## src/rtl/snn_pkg.sv

```systemverilog
// Shared types and sizing helpers for the spiking-neuron datapath.
// Pure declarations: no latency or flow control of its own.
package snn_pkg;

  typedef enum logic [1:0] {
    IDLE  = 2'd0,
    ACCUM = 2'd1,
    DONE  = 2'd2
  } syn_state_e;

  localparam int POST_SYN_WIDTH   = 8;
  localparam int N_INPUTS_DEFAULT = 8;
  localparam int W_WIDTH_DEFAULT  = 8;

  // Wide enough that summing every input at its most negative weight cannot overflow.
  function automatic int acc_width(input int n_inputs, input int w_width);
    return w_width + $clog2(n_inputs) + 1;
  endfunction

endpackage

```

## src/rtl/synapse_weight_mem.sv

```systemverilog
// Per-input signed weight register file: synchronous write, combinational read, sync clear.
// Writes land on the clock edge (read-before-write); never stalls.
module synapse_weight_mem
  import snn_pkg::*;
#(
  parameter int N_INPUTS = N_INPUTS_DEFAULT,
  parameter int W_WIDTH  = W_WIDTH_DEFAULT,
  localparam int A_W     = $clog2(N_INPUTS)
) (
  input  logic               clk,
  input  logic               reset,
  input  logic               we,
  input  logic [A_W-1:0]     wr_addr,
  input  logic [W_WIDTH-1:0] wr_data,
  input  logic [A_W-1:0]     rd_addr,
  output logic [W_WIDTH-1:0] rd_data
);

  logic [W_WIDTH-1:0] mem [N_INPUTS];

  always_ff @(posedge clk) begin
    if (!reset) begin
      for (int i = 0; i < N_INPUTS; i++) mem[i] <= '0;
    end else if (we) begin
      mem[wr_addr] <= wr_data;
    end
  end

  assign rd_data = mem[rd_addr];

endmodule

```

## src/rtl/synapse_accumulator.sv

```systemverilog
// Serial weighted spike sum: N_INPUTS+2 cycles per vector, result is a one-cycle out_valid pulse.
// in_ready drops while a vector is in flight; SYNAPSE_SATURATE_EN selects clamp instead of wrap.
module synapse_accumulator
  import snn_pkg::*;
#(
  parameter int N_INPUTS = N_INPUTS_DEFAULT,
  parameter int W_WIDTH  = W_WIDTH_DEFAULT
) (
  input  logic                        clk,
  input  logic                        reset,
  input  logic                        in_valid,
  output logic                        in_ready,
  input  logic [N_INPUTS-1:0]         in_spikes,
  input  logic                        w_we,
  input  logic [$clog2(N_INPUTS)-1:0] w_addr,
  input  logic [W_WIDTH-1:0]          w_data,
  output logic [POST_SYN_WIDTH-1:0]   post_synaptic,
  output logic                        out_valid
);

  localparam int IDX_W = $clog2(N_INPUTS);
  localparam int ACC_W = acc_width(N_INPUTS, W_WIDTH);
  localparam logic [IDX_W-1:0] LAST_IDX = IDX_W'(N_INPUTS - 1);

  syn_state_e              state;
  logic [N_INPUTS-1:0]     spk_q;
  logic [IDX_W-1:0]        idx;
  logic signed [ACC_W-1:0] acc;
  logic signed [ACC_W-1:0] acc_nxt;
  logic [W_WIDTH-1:0]      w_rd;

  synapse_weight_mem #(
    .N_INPUTS(N_INPUTS),
    .W_WIDTH (W_WIDTH)
  ) u_weights (
    .clk    (clk),
    .reset  (reset),
    .we     (w_we),
    .wr_addr(w_addr),
    .wr_data(w_data),
    .rd_addr(idx),
    .rd_data(w_rd)
  );

  always_comb begin
    acc_nxt = acc;
    if (spk_q[idx]) acc_nxt = acc + ACC_W'($signed(w_rd));
  end

  function automatic logic [POST_SYN_WIDTH-1:0] convert(input logic signed [ACC_W-1:0] a);
`ifdef SYNAPSE_SATURATE_EN
    if (int'(a) < 0) return '0;
    else if (int'(a) > (1 << POST_SYN_WIDTH) - 1) return '1;
    else return POST_SYN_WIDTH'(a);
`else
    return POST_SYN_WIDTH'(a);
`endif
  endfunction

  // Outputs are registered alongside the state so nothing combinational reaches in_ready.
  always_ff @(posedge clk) begin
    if (!reset) begin
      state         <= IDLE;
      spk_q         <= '0;
      idx           <= '0;
      acc           <= '0;
      in_ready      <= 1'b0;
      out_valid     <= 1'b0;
      post_synaptic <= '0;
    end else begin
      case (state)
        IDLE: begin
          out_valid     <= 1'b0;
          post_synaptic <= '0;
          if (in_valid && in_ready) begin
            spk_q    <= in_spikes;
            acc      <= '0;
            idx      <= '0;
            in_ready <= 1'b0;
            state    <= ACCUM;
          end else begin
            in_ready <= 1'b1;
          end
        end
        ACCUM: begin
          acc <= acc_nxt;
          idx <= idx + 1'b1;
          if (idx == LAST_IDX) begin
            state         <= DONE;
            out_valid     <= 1'b1;
            post_synaptic <= convert(acc_nxt);
          end
        end
        DONE: begin
          state         <= IDLE;
          out_valid     <= 1'b0;
          post_synaptic <= '0;
          in_ready      <= 1'b1;
        end
        default: begin
          state         <= IDLE;
          out_valid     <= 1'b0;
          post_synaptic <= '0;
          in_ready      <= 1'b0;
        end
      endcase
    end
  end

endmodule

```

## config.mk

```make
export PLATFORM = sky130hd
export DESIGN_NAME = synapse_accumulator
export DESIGN_NICKNAME = d
export VERILOG_FILES = /design/src/rtl/snn_pkg.sv /design/src/rtl/synapse_weight_mem.sv /design/src/rtl/synapse_accumulator.sv
export SDC_FILE = /design/constraint.sdc
export NUM_CORES = 1
export LEC_CHECK = 0
export BUFFER_PORTS_ARGS = -buffer_cell sky130_fd_sc_hd__buf_2
export CELL_PAD_IN_SITES_DETAIL_PLACEMENT = 1
export CELL_PAD_IN_SITES_GLOBAL_PLACEMENT = 2
export CORE_ASPECT_RATIO = 1.4
export CORE_MARGIN = 2
export CORE_UTILIZATION = 29
export CTS_BUF_LIST = sky130_fd_sc_hd__clkbuf_16
export DETAILED_ROUTE_END_ITERATION = 12
export GPL_TIMING_DRIVEN = 0
export PLACE_DENSITY = 0.56
export RECOVER_POWER = 50
export SLEW_MARGIN = 20
export SYNTH_ARGS = -nofsm -noshare
export SYNTH_HDL_FRONTEND = slang
export SYNTH_SLANG_ARGS = --single-unit
```

## constraint.sdc

```tcl
create_clock -name clk -period 6.3 [get_ports clk]
set_input_delay 0.63 -clock clk [delete_from_list [all_inputs] [get_ports clk]]
set_output_delay 0.63 -clock clk [all_outputs]
set_load 0.02 [all_outputs]
```

# Yosys cells after proc, flatten, opt, wreduce, memory -nomap -nowiden
# Memory sizes are Yosys's and may differ from the RTL's. A register that Yosys moved wholly into a read port is not among the register bits.
# Cells that the tools add are included.
word_totals:
  inputBits: 23
  mem_bits_rw: 64
  n_memories: 1
  register_bits: 35
  output_inout_bits: 10
  elab_cells: 48
op_classes:
  n_addsub: 2
  n_lt_le_gt_ge: 1
  muxes: 21
  eq_ne: 6
  n_reduce_logical: 9
memory_table:
  columns: ["memory", "depth", "word_bits", "rd", "rd_ports_with_merged_regs", "write_ports", "line", "source"]
  rows:
  - ["u_weights.mem", 8, 8, 1, 1, 8, "synapse_weight_mem.sv:19", "logic [W_WIDTH-1:0] mem [N_INPUTS];"]
op_table:
  columns: ["op", "n"]
  rows:
  - ["2-to-1 mux 12 bit", 2]
  - ["one-hot mux 12 bit (2 select lines)", 1]
  - ["adder 12 x 8 -> 12 bit", 1]
  - ["2-to-1 mux 3 bit", 4]
  - ["2-to-1 mux 8 bit", 1]
  - ["AND reduction 2 bit", 4]
  - ["OR reduction 8 bit", 1]
  - ["2-to-1 mux 1 bit", 7]
  - ["inequality test 2 bit (second input constant)", 3]
  - ["one-hot mux 3 bit (2 select lines)", 1]
  - ["less-than comparator 3 x 4 -> 1 bit (second input constant)", 1]
  - ["2-to-1 mux 2 bit", 2]
  - ["one-hot mux 2 bit (2 select lines)", 1]
  - ["adder 3 x 1 -> 3 bit (second input constant)", 1]
  - ["binary-select mux 1 bit (select 3 bit)", 1]
  - ["equality test 3 bit (second input constant)", 1]
  - ["one-hot mux 1 bit (3 select lines)", 1]
  - ["AND reduction 3 bit", 1]
  - ["equality test 2 x 1 -> 1 bit (second input constant)", 1]
  - ["equality test 2 bit (second input constant)", 1]
  - ["logical NOT 2 bit", 1]
  - ["nonzero test 2 bit", 1]
  - ["logical AND 1 bit", 1]

# Depth between registers and ports, before layout
logic_depth:
  word_depth: 5
  ltp_mapped: 12
  ltp_nobuf: 10

# Hierarchy
# Synthesis repeated with hierarchy kept, for this count alone.
unflattened:
  hier_cells: 363
  area_unflattened_um2: 4561.9
modules_own_cells:
  columns: ["mod", "area_per_inst_um2", "n_inst", "cells_per_inst"]
  rows:
  - ["synapse_weight_mem", 2977.9, 1, 194]
  - ["synapse_accumulator", 1584.0, 1, 169]

# Least setup slack after synthesis
# OpenSTA, ideal clock, no wires.
synth_timing:
  path_type: "reg2reg"
  start: "reg with a tool-made name"
  end: "reg acc[6]"
  setup_slack_ns: 3.292
  path_buffers: 2
  required_ns: 6.183
  setup_ns: 0.117
  path_stages_with_launch: 12
  synth_period_minus_slack_ns: 3.008
  arrival_time_ns: 2.891
  path_cell_list: "dfxtp_1 > buf_6 > buf_2 > mux4_2 > mux2_2 > ha_1 > fa_1 > a21o_1 > a21oi_1 > nand3b_1 > a31oi_1 > a22o_1"
synth_rtl:
  columns: ["item", "line", "source"]
  rows:
  - ["end signal, assigned", "synapse_accumulator.sv:86", "acc <= acc_nxt;"]
  - ["end, declared", "synapse_accumulator.sv:28", "logic signed [ACC_W-1:0] acc;"]

==> impl_summary.log <==
[metrics] maximum number of pins on one net before global-route repair: 18
[metrics] portion of synthesized cell area occupied by the leading cell type: 42.4%
[metrics] via total after detailed routing: about 2800
[metrics] final-layout setup total negative slack: 0 ns
[metrics] Sink Count: 98
[metrics] post-route ant nets: 0
[metrics] Avg Cell Area, Syn: 12.9 um2
[metrics] routed wire length: 10600 um
[metrics] number of diodes: 0
[metrics] Switch Pwr: 335 uW
[metrics] switching power as a share of total power: 24.4%
[metrics] run status: finished clean
[metrics] Finish-stage setup viols: 0
[metrics] H-tree levels: 3
[metrics] Min-Delay Path Class: flop to flop
[metrics] buffers from clock root to sink, at most: 2
[metrics] wire length of the first global-routing pass: 17100 um
[metrics] number of max-capacitance violations reported: 0
[metrics] area added between synthesis and finish: 15.1%
[metrics] VDD IR-drop max: around 0.00012 V
[metrics] number of enable flip-flop cells after synthesis: 64
[metrics] fraction of final layout cells with drive strength greater than 1: about 18%
[metrics] P per Cell Area: between 200 and 300 nW/um2
[metrics] aggregate global routing overflow: 0
[metrics] Critical Path Sink Type: flop
[metrics] endpoints failing hold: 0
[metrics] cell count after synthesis: between 300 and 400
[metrics] Die Outline Area: ~17000 um2
[metrics] setup repair after global routing missed its margin: no
[metrics] cell types occupying the most area after synthesis: sky130_fd_sc_hd__edfxtp_1 (42%), sky130_fd_sc_hd__dfxtp_1 (15%), sky130_fd_sc_hd__and2_1 (8.8%)
[metrics] required time of the worst setup path: 6.52 ns
[metrics] register share of total power: 53.0%
[metrics] critical setup path kind: flop to flop
[metrics] Post-DP Area: around 5000 um2
[metrics] area of the core: 15500 um2
[metrics] clock-pin slew on the worst setup and hold paths: around 0.070 ns
[metrics] most used cell along the critical path: sky130_fd_sc_hd__a21oi_1
[metrics] Comb pwr share: 8.9%
[metrics] residual DRC count: 0
[metrics] # nets final: around 430
[metrics] Hold Startpoint: spk_q[5]$_SDFFE_PN0P_
[metrics] Crit-path slowest cell: sky130_fd_sc_hd__mux4_2
[metrics] iteration count of the initial detailed-routing pass: 4
[metrics] Slew @ Worst Pin: 1.42 ns
[metrics] headroom to the max-slew limit: 3.74%
[metrics] WL/cell: approximately 18 um
[metrics] synthesized flop and latch total: 98
[metrics] Worst EP arrival: 3.60 ns
[metrics] warnings from Yosys: 0
[metrics] Final min period: 3.38 ns
[metrics] final instance area: 5220 um2
[metrics] most instantiated cells after synthesis: sky130_fd_sc_hd__and2_1 (64), sky130_fd_sc_hd__edfxtp_1 (64), sky130_fd_sc_hd__dfxtp_1 (34)
[metrics] I/O pin count: 33
[metrics] internal power: 1040 uW
[metrics] via-per-instance ratio: ~4.7
[metrics] cell-by-cell trace of the critical path: buf_6 -> buf_2 -> mux4_2 -> mux2_2 -> ha_1 -> fa_1 -> a21o_1 -> a21oi_1 -> nand3b_1 -> a31oi_1 -> a21oi_1 -> a21oi_1
[metrics] number of nets produced by synthesis: about 380
[metrics] setup skew after layout: 0.00545 ns
[metrics] clock tree from TritonCTS: done
[metrics] leading register cell type out of synthesis: sky130_fd_sc_hd__edfxtp_1
[metrics] leading area contributor after synthesis: sky130_fd_sc_hd__edfxtp_1
[metrics] Detail Placement HPWL: 8040 um
[metrics] Max FO, Critical Path: 10
[metrics] library cells used by synthesis: 43
[metrics] power share of the clock group: approximately two fifths
[metrics] Period Utilization, post-route: 53.7%
[metrics] Design Power: 1370 uW
[metrics] all-layer global routing usage: 14.0%
[metrics] sequential share of the synthesized area: 57.4%
[metrics] post-synthesis instance area: about 4500 um2
[metrics] slowest stage delay, CP: 0.59 ns
[metrics] maximum clock frequency: 296 MHz
[metrics] max-slew violations: 0
[metrics] post-cts hold buffer count: 0
[metrics] buffer type at the clock tree root: sky130_fd_sc_hd__clkbuf_16
[metrics] initial antenna violation count: 0
[metrics] type of origin of the critical path: flop
[metrics] Die Ht: between 150 and 200 um
[metrics] horizontal die dimension: 110 um
[metrics] initial core utilization: 29.3%
[metrics] number of gates resized after cts: 0
[metrics] final RePlAce weighted congestion: 0.724
[metrics] worst skew pair latency: between 0.3 and 0.4 ns
[metrics] via count of the first global-routing pass: 3048
[metrics] setup fix buffers added after clock tree synthesis: 0
[metrics] TritonCTS buffer count: 9
[metrics] number of port buffers: 32
[metrics] leakage: 0.00184 uW
[metrics] WHS: 0.457 ns
[metrics] Synth async-reset ratio: 0%
[metrics] Row Count: 54
[metrics] drt first-iter violations: 57
[final timing paths]
kind,end,slack [ns],cells after the start
setup / recovery,post_synaptic[6]$_SDFFE_PN0P_,2.92,12
hold / removal,spk_q[5]$_SDFFE_PN0P_,0.46,2
setup reg to reg,post_synaptic[6]$_SDFFE_PN0P_,2.92,12
hold reg to reg,spk_q[5]$_SDFFE_PN0P_,0.46,2
[kinds of logic (layout without fill, tap and decap cells)]
| family | Yosys count | in the layout | share of synthesized area [%] |
|---|---|---|---|
| buffers and inverters | 17 | 69 | 2.18 |
| and+or+nand+nor | 132 | 132 | 16.1 |
| adders and majority gates | 10 | 10 | 2.93 |
| DFF | 98 | 98 | 57.4 |
| AOI/OAI and AO/OA | 58 | 58 | 8.00 |
| xor gates and xnor gates | 5 | 5 | 0.966 |
| muxes | 31 | 31 | 12.4 |
[per-layer routing]
metal	wire length [um]	track usage [%]	up-vias
met5	0	0	-
met1	4380	15.9	1364
met4	237	6.33	0
met2	5770	24.8	27
met3	210	2.40	15
li1	-	-	1387
[worst max-delay path: cells and delay by family, from the launching register on]
kind	cells	cell delay [ns]
fa+ha+maj	2	0.63
buf+inv	2	0.49
mux	2	0.88
flops	1	0.33
compound gates	5	0.76
simple gates	1	0.15
[power groups by stage]
stage | clock network [uW] | logic, uW | registers [uW]
after floorplan | 0 | 82.8 | 738
after global placement | 0 | 122 | 740
after detailed placement | 0 | 128 | 742
after CTS | 539 | 128 | 727
after global routing | 566 | 138 | 730
final | 523 | 122 | 727
[final cells by class]
cell class	count	area, um2
buffer	12	80.1
clock buffer	9	225
clock inverter	7	46.3
fill	1673	10300
inverter	5	18.8
multi-input combinational	236	1830
sequential	98	2600
tap	196	245
timing repair buffer	36	176
[flip-flops by register name, indices dropped and copies added (netlist names), named ones only]
register and cells:
in_ready 1, out_valid 1, state 2, idx 3, spk_q 8, post_synaptic 8, u_weights.mem 64, acc 8
[stage by stage]
| stage | worst slack (ns) | utilization (%) | cells |
|---|---|---|---|
| after floorplan | 3.29 | - | 351 |
| after global placement | 2.86 | 31.9 | 579 |
| after detailed placement | 2.86 | 32.1 | 583 |
| after CTS | 2.84 | 33.9 | 599 |
| after global routing | 2.65 | 33.7 | 599 |
| final | 2.92 | 33.7 | 599 |
[cells in the final DEF, fill, tap and decap left out, types with 2 or more instances in the layout]
cell / n
sky130_fd_sc_hd__o21ai_1: 3
sky130_fd_sc_hd__mux4_1: 4
sky130_fd_sc_hd__a31oi_1: 4
sky130_fd_sc_hd__buf_4: 6
sky130_fd_sc_hd__mux2_2: 8
sky130_fd_sc_hd__and2_1: 31
sky130_fd_sc_hd__edfxtp_1: 64
sky130_fd_sc_hd__buf_6: 2
sky130_fd_sc_hd__nand2_1: 33
sky130_fd_sc_hd__a21o_1: 2
sky130_fd_sc_hd__mux4_2: 14
sky130_fd_sc_hd__a22o_1: 6
sky130_fd_sc_hd__and2_0: 33
sky130_fd_sc_hd__nand2b_1: 4
sky130_fd_sc_hd__clkbuf_16: 9
sky130_fd_sc_hd__nor2_1: 10
sky130_fd_sc_hd__clkinvlp_4: 2
sky130_fd_sc_hd__mux2i_1: 4
sky130_fd_sc_hd__clkbuf_1: 16
sky130_fd_sc_hd__nand3b_1: 3
sky130_fd_sc_hd__nand3_1: 4
sky130_fd_sc_hd__a21boi_0: 8
sky130_fd_sc_hd__xor2_1: 2
sky130_fd_sc_hd__buf_2: 23
sky130_fd_sc_hd__xnor2_1: 3
sky130_fd_sc_hd__dfxtp_1: 34
sky130_fd_sc_hd__nor3_1: 5
sky130_fd_sc_hd__ha_1: 9
sky130_fd_sc_hd__a21oi_1: 12
sky130_fd_sc_hd__and3_1: 2
sky130_fd_sc_hd__o21ai_0: 17
sky130_fd_sc_hd__inv_1: 6
sky130_fd_sc_hd__nor2b_1: 2
Note: power is estimated with default switching activity, not from simulation.
